==> config.mk <==
export PLATFORM = sky130hd
export DESIGN_NAME = pc_sequencer
export DESIGN_NICKNAME = d
export VERILOG_FILES = /design/src/rtl/pc_sequencer.sv
export SDC_FILE = /design/constraint.sdc
export NUM_CORES = 1
export LEC_CHECK = 0
export CAP_MARGIN = 20
export CELL_PAD_IN_SITES_DETAIL_PLACEMENT = 2
export CELL_PAD_IN_SITES_GLOBAL_PLACEMENT = 2
export CORE_MARGIN = 2
export CORE_UTILIZATION = 28
export CTS_CLUSTER_DIAMETER = 150
export CTS_CLUSTER_SIZE = 12
export DETAILED_ROUTE_END_ITERATION = 6
export MAX_ROUTING_LAYER = met4
export PLACE_DENSITY_LB_ADDON = 0.1
export SLEW_MARGIN = 5
export SYNTH_ARGS = -nofsm -noshare
export SYNTH_HDL_FRONTEND = slang
export SYNTH_SLANG_ARGS = --single-unit
==> constraint.sdc <==
create_clock -name clk -period 3.1 [get_ports clk]
set_clock_uncertainty 0.05 [all_clocks]
set_input_delay 0.31 -clock clk [delete_from_list [all_inputs] [get_ports clk]]
set_output_delay 0.31 -clock clk [all_outputs]
set_load 0.05 [all_outputs]
==> src/rtl/pc_sequencer.sv <==
// Fetch PC generator: BOOT/RUN/TRAP control, sequential advance and one-cycle redirects.
// Define PC_RAS_EN to compile in the return-address stack used by mode-11 redirects.
module pc_sequencer #(
    parameter int unsigned      XLEN         = 32,
    parameter logic [XLEN-1:0]  RESET_VECTOR = '0,
    parameter int unsigned      RAS_DEPTH    = 4
) (
    input  logic            clk,
    input  logic            reset,
    input  logic            stall,
    input  logic            fetch_ready,
    input  logic            redirect_valid,
    input  logic [1:0]      redirect_mode,
    input  logic [XLEN-1:0] redirect_base,
    input  logic [XLEN-1:0] immediate,
    input  logic [XLEN-1:0] rs1,
    input  logic            is_call,
    input  logic            trap_ack,
    output logic [XLEN-1:0] pc,
    output logic            fetch_valid,
    output logic            misaligned,
    output logic            ras_empty
);

    // state | meaning
    // BOOT  | just out of reset, pc=RESET_VECTOR, not fetching
    // RUN   | fetching; pc advances or follows redirects
    // TRAP  | misaligned redirect target seen, waiting for trap_ack
    typedef enum logic [1:0] {
        ST_BOOT = 2'd0,
        ST_RUN  = 2'd1,
        ST_TRAP = 2'd2
    } state_t;

    state_t          state_q, state_d;
    logic [XLEN-1:0] pc_q, pc_d;
    logic            mis_q, mis_d;

    logic [XLEN-1:0] rel_target;
    logic [XLEN-1:0] jalr_target;
    logic [XLEN-1:0] target;
    logic [XLEN-1:0] ras_top;
    logic            ras_hit;
    logic            ras_empty_w;
    logic            redirect_act;
    logic            target_bad;
    logic            accept;

    assign redirect_act = (state_q == ST_RUN) && redirect_valid && (redirect_mode != 2'b00);
    assign target_bad   = target[1] | target[0];
    assign accept       = redirect_act && !target_bad;

    always_comb begin
        rel_target     = redirect_base + immediate;
        jalr_target    = rs1 + immediate;
        jalr_target[0] = 1'b0;
        if (redirect_mode == 2'b01) begin
            target = rel_target;
        end else if (ras_hit) begin
            target = ras_top;
        end else begin
            target = jalr_target;
        end
    end

`ifdef PC_RAS_EN
    localparam int unsigned     PTR_W    = $clog2(RAS_DEPTH);
    localparam logic [PTR_W:0]  RAS_FULL = (PTR_W+1)'(RAS_DEPTH);

    logic [XLEN-1:0]  ras_mem_q [RAS_DEPTH];
    logic [XLEN-1:0]  ras_mem_d [RAS_DEPTH];
    logic [PTR_W-1:0] ras_ptr_q, ras_ptr_d;
    logic [PTR_W-1:0] ras_top_idx;
    logic [PTR_W:0]   ras_cnt_q, ras_cnt_d;
    logic [XLEN-1:0]  link_addr;
    logic             ras_pop;
    logic             ras_push;

    // ras_ptr_q is the next free slot; a push on a full stack lands on the oldest entry.
    assign ras_top_idx = ras_ptr_q - 1'b1;
    assign ras_top     = ras_mem_q[ras_top_idx];
    assign ras_hit     = (redirect_mode == 2'b11) && (ras_cnt_q != '0);
    assign ras_empty_w = (ras_cnt_q == '0);
    assign link_addr   = redirect_base + XLEN'(4);
    assign ras_pop     = accept && ras_hit;
    assign ras_push    = accept && is_call;

    always_comb begin
        ras_mem_d = ras_mem_q;
        ras_ptr_d = ras_ptr_q;
        ras_cnt_d = ras_cnt_q;
        if (ras_pop && ras_push) begin
            ras_mem_d[ras_top_idx] = link_addr;
        end else if (ras_pop) begin
            ras_ptr_d = ras_top_idx;
            ras_cnt_d = ras_cnt_q - 1'b1;
        end else if (ras_push) begin
            ras_mem_d[ras_ptr_q] = link_addr;
            ras_ptr_d = ras_ptr_q + 1'b1;
            if (ras_cnt_q != RAS_FULL) begin
                ras_cnt_d = ras_cnt_q + 1'b1;
            end
        end
    end

    always_ff @(posedge clk or posedge reset) begin
        if (reset) begin
            ras_ptr_q <= '0;
            ras_cnt_q <= '0;
            for (int i = 0; i < int'(RAS_DEPTH); i++) begin
                ras_mem_q[i] <= '0;
            end
        end else begin
            ras_ptr_q <= ras_ptr_d;
            ras_cnt_q <= ras_cnt_d;
            ras_mem_q <= ras_mem_d;
        end
    end
`else
    logic ras_unused;

    assign ras_top     = '0;
    assign ras_hit     = 1'b0;
    assign ras_empty_w = 1'b1;
    assign ras_unused  = is_call;
`endif

    always_ff @(posedge clk or posedge reset) begin
        if (reset) begin
            state_q <= ST_BOOT;
            pc_q    <= RESET_VECTOR;
            mis_q   <= 1'b0;
        end else begin
            state_q <= state_d;
            pc_q    <= pc_d;
            mis_q   <= mis_d;
        end
    end

    always_comb begin
        state_d = state_q;
        case (state_q)
            ST_BOOT: state_d = ST_RUN;
            ST_RUN:  if (redirect_act && target_bad) state_d = ST_TRAP;
            ST_TRAP: if (trap_ack) state_d = ST_RUN;
            default: state_d = ST_BOOT;
        endcase
    end

    // A redirect wins over sequential advance and ignores stall/fetch_ready.
    always_comb begin
        pc_d  = pc_q;
        mis_d = mis_q;
        case (state_q)
            ST_BOOT: pc_d = RESET_VECTOR;
            ST_RUN: begin
                if (accept) begin
                    pc_d = target;
                end else if (redirect_act) begin
                    mis_d = 1'b1;
                end else if (fetch_ready && !stall) begin
                    pc_d = pc_q + XLEN'(4);
                end
            end
            ST_TRAP: if (trap_ack) mis_d = 1'b0;
            default: mis_d = 1'b0;
        endcase
    end

    always_comb begin
        pc          = pc_q;
        fetch_valid = (state_q == ST_RUN);
        misaligned  = mis_q;
        ras_empty   = ras_empty_w;
    end

endmodule

Yosys cells after proc, flatten, opt, wreduce, memory -nomap -nowiden --
Cells that the tools add are included.
Word-level totals: bits in registers 35, input port bits 105, output and inout bits 35
Operators by class: add/sub/neg operators 3, equality and inequality tests 9, mux-type cells 12, bitwise operators 2, reduce and logical (&&, ||, !) cells 13
Operator list (number):
- 32-bit two-way mux | 4
- 32-bit adder | 2
- 32-bit case mux with 2 select lines | 1
- 32-bit by 3-bit adder with 32-bit output (second input constant) | 1
- 2-bit case mux with 3 select lines | 1
- 1-bit logical AND | 5
- 2-bit by 1-bit == test with 1-bit output (second input constant) | 2
- 2-bit two-way mux | 2
- 2-bit by 1-bit inequality test with 1-bit output (second input constant) | 2
- 2-bit inequality test (second input constant) | 2
- 4-bit AND reduction | 1
- 2-bit nonzero test | 2
- 1-bit two-way mux | 3
- 3-bit by 1-bit inequality test with 1-bit output (second input constant) | 1
- 3-bit by 2-bit inequality test with 1-bit output (second input constant) | 1
- 1-bit case mux with 3 select lines | 1
- 3-bit AND reduction | 1
- 2-bit == test (second input constant) | 1
- 1-bit logical NOT | 2
- 2-bit logical NOT | 1
- 2-bit AND reduction | 1
- 1-bit NOT | 1
- 1-bit bitwise OR | 1

Logic depth before layout (Yosys ltp) --
Gate-level depths: netlist of run 1.
word-level depth 7, mapped depth 14, mapped depth without buffers 12

Worst setup path before layout of run 1 --
No wires, ideal clock.
path kind input to register, from in redirect_base[0], to reg pc_q[13], in the netlist pc[13], arrival 2.742 ns, slack 0.242 ns, cell stages on the path 13, buffers on the path 1, cells stage by stage ha_1 -> inv_1 -> fa_1 -> nor4bb_1 -> o21ai_1 -> and2_1 -> a21oi_2 -> and2_1 -> buf_2 -> nand2_1 -> or3_1 -> o21ai_0 -> a221o_1
On the way: longest elaborated chain between the ends 7, elaborated cells on any way between the ends 10, classes of those cells 1 x add/sub; 2 x eq/ne; 3 x mux; 1 x bitwise; 3 x reduce/logical
RTL lines:
- start, declared | line 14 | input logic [XLEN-1:0] redirect_base,
- 32-bit adder (*) | line 54 | rel_target = redirect_base + immediate;
- 32-bit two-way mux (*) | line 57 | if (redirect_mode == 2'b01) begin
- 1-bit bitwise OR | line 50 | assign target_bad = target[1] | target[0];
- 1-bit logical NOT | line 51 | assign accept = redirect_act && !target_bad;
- 1-bit logical AND | line 51
- 3-bit by 1-bit inequality test with 1-bit output (no source line) (tied with other cells)
- 3-bit AND reduction (no source line) or 32-bit case mux with 2 select lines (tied branches)
- end signal, assigned | line 135 | pc_q <= pc_d;
- end, declared | line 36 | logic [XLEN-1:0] pc_q, pc_d;
Every way passes the cells marked *; elsewhere a longest branch is shown, timed or not. A chain may end at the register's enable or synchronous reset.

Final worst setup path of run 1 --
from in immediate[16], to reg pc_q[28], in the netlist pc[28]
On the way: longest elaborated chain between the ends 4, elaborated cells on any way between the ends 5, classes of those cells 2 x add/sub; 3 x mux
RTL lines:
- start, declared | line 15 | input logic [XLEN-1:0] immediate,
- 32-bit adder, on equally long branches | line 55, 54
- 32-bit two-way mux (*) | line 57
- 32-bit two-way mux (*) | line 157 | if (accept) begin
- 32-bit case mux with 2 select lines (*) | line 154 | case (state_q)
Marks and branches as above.

==> metrics.md, run 1 <==
| Metric | Value |
|---|---|
| Status | `finished, violations left` |
| Failing checks | `setup timing` |
| Worst setup path class | `in2reg` |
| Critical Path End Type | `flop` |
| Crit path max-delay family | `simple AND/OR/NAND/NOR gates` |
| Asr flop ratio synth | `100%` |
| CTS sink count | `35` |
| Cells on worst reg2reg path | `9` |
| Worst vdd ir | `0.239 mV` |
| Via density | `5.65` |
| RSZ-0062 raised after global routing | `yes` |
| DR vias | `8191` |
| Die Ht | `148 um` |
| Post-synth top flop | `dfrtp_1` |
| Leading area contributor after synthesis | `dfrtp_1` |
| CTS tree | `yes` |
| Yosys top cell area share | `15.0%` |
| FMAX | `315 MHz` |
| PwrDens | `508 nW/um2` |
| Slew Viols, Final | `0` |
| Min Tclk post-route | `3.18 ns` |
| Port Buffer Count | `137` |
| Finished Layout Cells | `1450` |
| Worst path cell trace | `clkdlybuf4s50_1 > ha_2 > nand2_1 > buf_4 > nor2_1 > a221o_1 > a221o_1 > or2_1 > and3_1 > or4_4 > a21oi_2` |
| Hpwl dp | `27700 um` |
| Final Cycle Share | `103%` |
| Cells after Synth | `816` |
| Register area share after synthesis | `15.0%` |
| Max-slew headroom | `57.0%` |
| Iter 0 DRT Violations | `310` |
| # hold bufs at CTS | `0` |
| Distinct cells, synth | `71` |
| Number of stages on the worst setup path | `11` |
| Final global-route overflow total | `0` |
| CTS clk-pin slew, worst paths | `0.06 ns` |
| Critical path data required time | `3.27 ns` |
| Initial antenna violation count | `1` |
| Cell mode on critical path | `a221o_1` |
| Syn nets | `985` |
| DRC Markers | `0` |
| Initial Util | `28.6%` |
| Core area | `20400 um2` |
| Warnings from Yosys | `0` |
| Share of post-route cells with drive strength above 1 | `29.3%` |
| Max-cap check violation count | `0` |
| CP max-delay cell | `clkdlybuf4s50_1` |
| IO Count | `140` |
| Worst Path Buf+Inv | `2` |
| DIE AREA | `22000 um2` |
| #FFs+latches synth | `35` |
| Final setup margin | `-0.0795 ns` |
| Mean Syn Cell Area | `7.15 um2` |
| Arr. time, crit path | `3.35 ns` |
| Leakage power total | `4.45 nW` |
| Worst-path maximum fanout | `4` |
| # rows | `52` |
| Layout Area Growth over Synthesis | `71.1%` |
| Setup violations, final | `4` |
| Hold Crit Class | `in2async` |
| Final hold violation count | `0` |
| CTS root buf | `clkbuf_16` |
| Clock Latency Late Sink | `0.29 ns` |
| Number of flops mapped to enable cells by yosys | `0` |
| Worst slew pin tran | `0.645 ns` |
| Routed WL | `36200 um` |
| Dominant cells by area after synthesis | `dfrtp_1 15%, ha_1 13%, a21oi_1 8.0%` |
| CP peak stage delay | `0.55 ns` |
| Pin count of the biggest net entering global routing | `36` |
| Core Util, Final | `49.0%` |
| Routed length per instance | `24.9 um` |
| GRT Total Usage | `30.4%` |
| Iteration count of the initial detailed-routing pass | `5` |
| CTS buffer count | `5` |
| Vias in the first global route | `9071` |
| Critical Path Start Type | `input port` |
| Final-stage net count | `1347` |
| ANT nets after route | `0` |
| Number of fill cells | `2243` |
| DP Cell Count | `1426` |
| H-Tree Depth | `2` |
| Gp weighted congestion | `0.881` |
| Cell area after synthesis | `5830 um2` |
| Buffer depth of the longest clock path | `2` |
| Global-route wire length before repair | `51100 um` |
| Die width | `148 um` |
[metal layers]
| layer | routed length [um] | up-vias | global-route usage, % | share of wire [%] |
|---|---|---|---|---|
| met5 | 0 | - | - | 0 |
| met4 | 913 | 0 | 7.81 | 2.5 |
| met3 | 1200 | 54 | 1.38 | 3.3 |
| met2 | 18500 | 228 | 53.1 | 51 |
| met1 | 15600 | 4136 | 38.7 | 43 |
| li1 | - | 3773 | - | - |
[synth_stat cells, types with 14 or more instances]
cell type  count
and3_1        20
nand4_1       18
o21ai_0       73
nor2b_1       17
nor3_1        22
clkbuf_1      26
nor2_1        52
a21oi_1       93
xor2_1        30
ha_1          62
xnor2_1       21
a21o_1        28
inv_1         23
nand2_1       90
a31oi_1       14
dfrtp_1       35
nand3_1       20
[report_power, final]
part           leakage (nW)  internal [W]  switching (W)  total, W
logic                  3.91       0.00142        0.00201   0.00343
clock network        0.0900      0.000461       0.000222  0.000683
registers             0.445      0.000640       0.000324  0.000964
[cell type report]
type                            count  area, um2  share of cell area, %
Multi-Input combinational cell    723       5180                   51.9
Antenna cell                        1       2.50                 0.0251
Timing Repair Buffer              390       3300                   33.1
Sequential cell                    35        876                   8.78
Clock buffer                        5        125                   1.25
Clock inverter                      3       67.6                  0.677
Tap cell                          270        338                   3.39
Inverter                           23       86.3                  0.865
[cells by family (layout without fill, tap and decap cells)]
kind of cell	Yosys count	after routing	synth area share, %
fa+ha+maj	64	64	14.0
simple gates	293	293	25.6
compound gates	313	313	33.5
xor+xnor	51	51	7.66
buf+inv	58	421	4.01
flops	35	35	15.0
other cells	1	2	0.0643
mux	1	1	0.172
[worst min-delay path: cells and delay by family]
family                 cells  cell delay, ns
buffers and inverters      3            0.87
[per-stage QoR]
step	setup slack, ns	instance area, um2	power, W	setup TNS [ns]	hold WS (ns)
detailed placement	-0.630	9190	0.00408	-11.38	0.423
CTS	-0.0111	9690	0.00491	-0.0111	0.417
global placement	-0.503	9190	0.00391	-7.45	0.411
global route	-0.265	9980	0.00532	-1.23	0.450
floorplan	0.242	5830	0.00254	0	0.414
finish	-0.0795	9980	0.00507	-0.152	0.393
[final timing paths]
| path | from | slack [ns] | endpoint |
|---|---|---|---|
| setup reg to reg | pc[2] | 0.27 | pc[28] |
| max in group asynchronous | reset | 2.25 | pc[11] |
| hold reg to reg | misaligned | 0.43 | misaligned |
| min in group clk | misaligned | 0.43 | misaligned |
| setup / recovery | immediate[16] | -0.08 | pc[28] |
| hold / removal | reset | 0.39 | pc[31] |
[layout by cell type, fill, tap and decap left out, drive strengths merged, types with 7 or more instances in the layout]
| cell type | count |
|---|---|
| a31oi | 14 |
| and3 | 20 |
| o21bai | 8 |
| xnor2 | 21 |
| o21ai | 84 |
| inv | 23 |
| buf | 253 |
| dfrtp | 35 |
| nor2 | 52 |
| o211ai | 10 |
| nand4 | 18 |
| clkdlybuf4s50 | 130 |
| a211oi | 9 |
| nand3 | 22 |
| xor2 | 30 |
| o22ai | 9 |
| a21oi | 97 |
| nor3b | 7 |
| nor2b | 17 |
| nand2b | 12 |
| ha | 62 |
| a21o | 28 |
| o21a | 8 |
| nor3 | 23 |
| nand2 | 90 |
[timing repair]
action,CTS,global route
resized for setup,62,43
buffers inserted,6,9
gates cloned,1,0
pin swaps,11,31
setup endpoints to repair,21,24
[state kept, by name, indices dropped and copies added, names as in the netlist]
name,cells
pc,32
misaligned,1
state_q,2
(Power assumes the default switching activity.)
==> inputs of run 2 (changes only) <==
Settings changed: CORE_MARGIN 2 to 4.
==> run 2 against run 1 <==
Effect of this change: the run still ends with setup timing left; critical path type unchanged; worst hold slack gained 0.0098 ns; core utilization shrank 0.44 points; largest cell class unchanged; wire length decreased by 1.2%; maximum frequency grew 1.2%; sequential share of layout area increased by 0.080 points; highest routed layer unchanged; global-route usage is 2.3 points lower; sequential cell count stayed put; critical path depth increased by 2; largest power group unchanged; total power is 3.8% lower.
==> metrics.md, run 2 (synthesis gave the netlist of run 1 again) <==
| Metric | Value |
|---|---|
| Vias in the first global route | `9087` |
| Fin area | `9890 um2` |
| Max-slew headroom | `50.0%` |
| Placed instance area | `9080 um2` |
| CTS clk-pin slew, worst paths | `0.06 ns` |
| RSZ-0062 raised after global routing | `yes` |
| Critical Path End Type | `flop` |
| Port Buffer Count | `137` |
| Status | `finished, violations left` |
| Min Tclk post-route | `3.14 ns` |
| PwrDens | `494 nW/um2` |
| DRC Markers | `0` |
| Worst setup path class | `in2reg` |
| CTS tree | `yes` |
| Via density | `5.66` |
| TNS Setup | `-0.0901 ns` |
| Die Ht | `152 um` |
| Global-route wire length before repair | `51500 um` |
| Hpwl dp | `27600 um` |
| DIE AREA | `23200 um2` |
| Worst slew pin tran | `0.741 ns` |
| Routed length per instance | `25.0 um` |
| FMAX | `318 MHz` |
| Slew Viols, Final | `0` |
| Final-stage net count | `1329` |
| Core area | `20400 um2` |
| Final Cycle Share | `101%` |
| CP peak stage delay | `0.44 ns` |
| ANT nets after route | `0` |
| Final global-route overflow total | `0` |
| CTS sink count | `35` |
| DR vias | `8103` |
| CTS buffer count | `5` |
| Commonest cells after routing, fill and taps aside | `233 x buf_4, 127 x clkdlybuf4s50_1, 88 x nand2_1` |
| Critical path data required time | `3.22 ns` |
| Arr. time, crit path | `3.26 ns` |
| Critical Path Start Type | `input port` |
| Worst vdd ir | `0.250 mV` |
| Hold Crit Class | `in2async` |
| Initial antenna violation count | `1` |
| # rows | `52` |
| Layout Area Growth over Synthesis | `69.5%` |
| Pin count of the biggest net entering global routing | `36` |
| Setup violations, final | `3` |
| H-Tree Depth | `2` |
| Iteration count of the initial detailed-routing pass | `5` |
| Iter 0 DRT Violations | `422` |
| Most common cell after layout, fill and taps aside | `buf_4` |
| Worst path cell trace | `clkdlybuf4s50_1 > buf_4 > ha_1 > a21oi_1 > o21ai_0 > a21oi_1 > buf_4 > o21ai_0 > a21oi_1 > xor2_1 > a211oi_2 > a31oi_1 > o21ai_0` |
| Routed WL | `35700 um` |
| Max-cap check violation count | `0` |
| CTS root buf | `clkbuf_16` |
| Buffer depth of the longest clock path | `2` |
| CP max-delay cell | `clkdlybuf4s50_1` |
| GRT Total Usage | `28.2%` |
| Clock Latency Late Sink | `0.29 ns` |
| Gp weighted congestion | `0.881` |
| Final hold violation count | `0` |
| Share of post-route cells with drive strength above 1 | `28.9%` |
| Leakage power total | `4.40 nW` |
| Final setup margin | `-0.0419 ns` |
| IO Count | `140` |
| Core Util, Final | `48.6%` |
| Worst-path maximum fanout | `4` |
| Largest register FFs | `32` |
| Die width | `152 um` |
| Initial Util | `28.6%` |
| Failing checks | `setup timing` |
-- run 2: cell types whose count changed in the layout (fill, tap and decap cells not counted), sizes merged --
cell           previous run  this run
clkdlybuf4s50           130       127
dlymetal6s2s              5        10
clkbuf                    5         8
clkinvlp                  1         0
bufinv                    2         0
dlygate4sd2               2         0
buf                     253       235
-- run 2: final cells by class --
type	instances	area [um2]
diodes	1	2.50
well taps	270	338
clock buffers	8	156
multi-input cells	723	5260
repair buffers	372	3170
inverters	23	86.3
fillers	2262	10500
flip-flops and latches	35	876
-- run 2: what timing repair did --
action / in CTS / in global routing
resized for setup: 38 / 75
hold buffers: 0 / 0
setup buffers: 7 / 4
hold endpoints to repair: 0 / 0
endpoints found under the setup margin: 28 / 24
pin swaps: 10 / 32
-- run 2: layer usage --
layer	up-vias	share of wire, %	global-route usage [%]
li1	3739	-	-
met1	4067	43	35.4
met2	237	51	49.6
met3	60	3.7	2.02
met4	0	2.3	6.29
met5	-	0	-
-- run 2: worst max-delay path: cells and delay by family --
kind | cells | cell delay [ns]
buf+inv | 3 | 0.79
fa+ha+maj | 1 | 0.37
compound gates | 8 | 1.44
xor+xnor | 1 | 0.35
-- run 2: power by group --
| group | switching (W) | total, W | internal [W] |
|---|---|---|---|
| combinational | 0.00200 | 0.00338 | 0.00138 |
| sequential | 0.000306 | 0.000947 | 0.000641 |
| clock | 0.000208 | 0.000551 | 0.000343 |
-- run 2: metrics by stage --
step           setup WS (ns)  hold slack [ns]  total power [W]  std cells
4_1_cts              -0.0279            0.426          0.00471       1427
6_report             -0.0419            0.402          0.00488       1432
5_1_grt               -0.193            0.453          0.00513       1432
2_1_floorplan          0.242            0.414          0.00254        816
3_3_place_gp          -0.489            0.413          0.00390       1412
3_5_place_dp          -0.684            0.430          0.00404       1412
-- run 2: path summary, 6_finish.rpt --
| path | from | end | slack [ns] | cells past startpoint |
|---|---|---|---|---|
| min in group clk | misaligned | misaligned | 0.44 | 1 |
| setup / recovery | immediate[4] | pc[9] | -0.04 | 13 |
| hold reg to reg | misaligned | misaligned | 0.44 | 1 |
| hold / removal | reset | pc[24] | 0.40 | 3 |
| setup reg to reg | pc[2] | pc[28] | 0.22 | 9 |
| max in group asynchronous | reset | pc[5] | 2.22 | 3 |
==> inputs of run 3 (changes only) <==
Settings changed: CORE_UTILIZATION 28 to 31.
Clock period 3.1 ns to 3.9 ns, I/O delays scaled along.
==> run 3 against run 2 <==
Effect of this change: the run now ends clean; clock power shrank 29%; critical path depth did not move; worst hold slack better by 0.044 ns; worst setup slack gained 0.37 ns; count of clock-buffer cells in the layout decreased by 1; via count decreased by 14%; wire length shrank 25%; largest power group unchanged; highest routed layer unchanged.
==> metrics.md, run 3 (synthesis gave the netlist of run 1 again) <==
| Metric | Value |
|---|---|
| Status | `completed` |
| Max-slew headroom | `59.6%` |
| Final Cycle Share | `91.5%` |
| WL met3 | `938 um` |
| Initial antenna violation count | `0` |
| Number of fill cells | `2105` |
| DIE AREA | `21100 um2` |
| Via density | `5.82` |
| TNS Setup | `0 ns` |
| CTS buffer count | `5` |
| Die width | `145 um` |
| Placed instance area | `7670 um2` |
| Final-stage net count | `1136` |
| Setup bufs post-CTS | `0` |
| RSZ-0062 raised after global routing | `no` |
| Hpwl dp | `22700 um` |
| Port Buffer Count | `137` |
| Largest register FFs | `32` |
| Final global-route overflow total | `0` |
| Die Ht | `145 um` |
| # rows | `49` |
| FMAX | `280 MHz` |
| Routed WL | `26800 um` |
| Gp weighted congestion | `0.869` |
| Pin count of the biggest net entering global routing | `36` |
| Critical Path End Type | `flop` |
| IO Count | `140` |
| Global-route wire length before repair | `43300 um` |
| Hold Slack | `0.446 ns` |
| # hold bufs at CTS | `0` |
| Setup violations, final | `0` |
| Power, Total | `0.00332 W` |
| Hold Crit Class | `reg2reg` |
| Most common cell after layout, fill and taps aside | `clkdlybuf4s50_1` |
| Initial Util | `32.0%` |
| Arr. time, crit path | `3.68 ns` |
| Slew Viols, Final | `0` |
| CTS sink count | `35` |
| Top Layer Used | `met4` |
| Critical path data required time | `4.01 ns` |
| Post_cts resized | `0` |
| H-Tree Depth | `2` |
| Max-cap check violation count | `0` |
| CTS root buf | `clkbuf_16` |
| Buffer depth of the longest clock path | `2` |
| CTS tree | `yes` |
| Met1 wire length | `12900 um` |
| CTS clk-pin slew, worst paths | `0.06 ns` |
| Final hold violation count | `0` |
| Iter 0 DRT Violations | `247` |
| Leakage power total | `3.25 nW` |
| Worst setup path class | `in2reg` |
| Routed length per instance | `22.4 um` |
| GRT Total Usage | `25.6%` |
| Iteration count of the initial detailed-routing pass | `5` |
| WHS Path Cells | `1` |
| Worst-path maximum fanout | `5` |
| Core area | `18200 um2` |
| Vias in the first global route | `7775` |
| ANT nets after route | `0` |
| Met2 WL | `12500 um` |
| Worst slew pin tran | `0.602 ns` |
| DRC Markers | `0` |
| Cells on worst reg2reg path | `9` |
| Layout Area Growth over Synthesis | `33.9%` |
| Clock Latency Late Sink | `0.28 ns` |
| Share of post-route cells with drive strength above 1 | `6.51%` |
| Min Tclk post-route | `3.57 ns` |
| DR vias | `6972` |
| Commonest cells after routing, fill and taps aside | `137 x clkdlybuf4s50_1, 93 x a21oi_1, 90 x nand2_1` |
| PwrDens | `425 nW/um2` |
| Fin area | `7810 um2` |
| Worst vdd ir | `0.167 mV` |
| Antenna cells | `0` |
| Critical Path Start Type | `input port` |
## run 3: cell types whose count changed in the layout (fill, tap and decap cells not counted), sizes merged
cell | previous run | this run
buf | 235 | 42
clkbuf | 8 | 7
diode | 1 | 0
clkdlybuf4s50 | 127 | 137
dlymetal6s2s | 10 | 0
clkinv | 0 | 1
## run 3: report_power, final
| group | internal, W | switching, W | total, W | leakage [nW] |
|---|---|---|---|---|
| logic | 0.000811 | 0.00136 | 0.00218 | 2.74 |
| clock network | 0.000236 | 0.000157 | 0.000393 | 0.0679 |
| registers | 0.000509 | 0.000240 | 0.000750 | 0.445 |
| total | 0.00156 | 0.00176 | 0.00332 | 3.25 |
## run 3: worst max-delay path, cell delays in order
cell and delay (ns):
clkdlybuf4s50_1 0.45, ha_1 0.38, a21oi_1 0.24, o21ai_0 0.17
a221o_1 0.34, a211oi_1 0.31, a211oi_1 0.09, buf_4 0.16
a221oi_2 0.25, xnor2_1 0.10, a2111oi_0 0.50, buf_4 0.21
o22ai_1 0.07
## run 3: cell type report
class	count	area, um2	area share [%]
Clock inverter	1	5.00	0.0641
Tap cell	229	287	3.67
Multi-Input combinational cell	723	4720	60.5
Timing Repair Buffer	179	1700	21.8
Inverter	23	86.3	1.11
Sequential cell	35	876	11.2
Clock buffer	7	133	1.70
## run 3: path summary, 6_finish.rpt
kind                              startpoint      to  slack (ns)
worst min-delay path                   pc[0]   pc[0]        0.45
worst min register to register         pc[0]   pc[0]        0.45
worst max-delay path            immediate[8]  pc[29]        0.33
worst max register to register         pc[2]  pc[28]        1.01
max in group asynchronous              reset   pc[5]        2.96
min in group asynchronous              reset  pc[29]        0.48
## run 3: metrics by stage
stage	setup slack (ns)	utilization [%]	std cells
2_1_floorplan	0.962	-	816
3_3_place_gp	0.203	42.1	1189
3_5_place_dp	0.0206	42.1	1189
4_1_cts	0.308	42.9	1197
5_1_grt	0.0488	42.9	1197
6_report	0.332	42.9	1197
## run 3: layer usage
layer	global-route usage, %	vias to the layer above
li1	-	3344
met1	34.8	3438
met2	42.5	166
met3	1.93	24
met4	4.56	0
met5	-	-
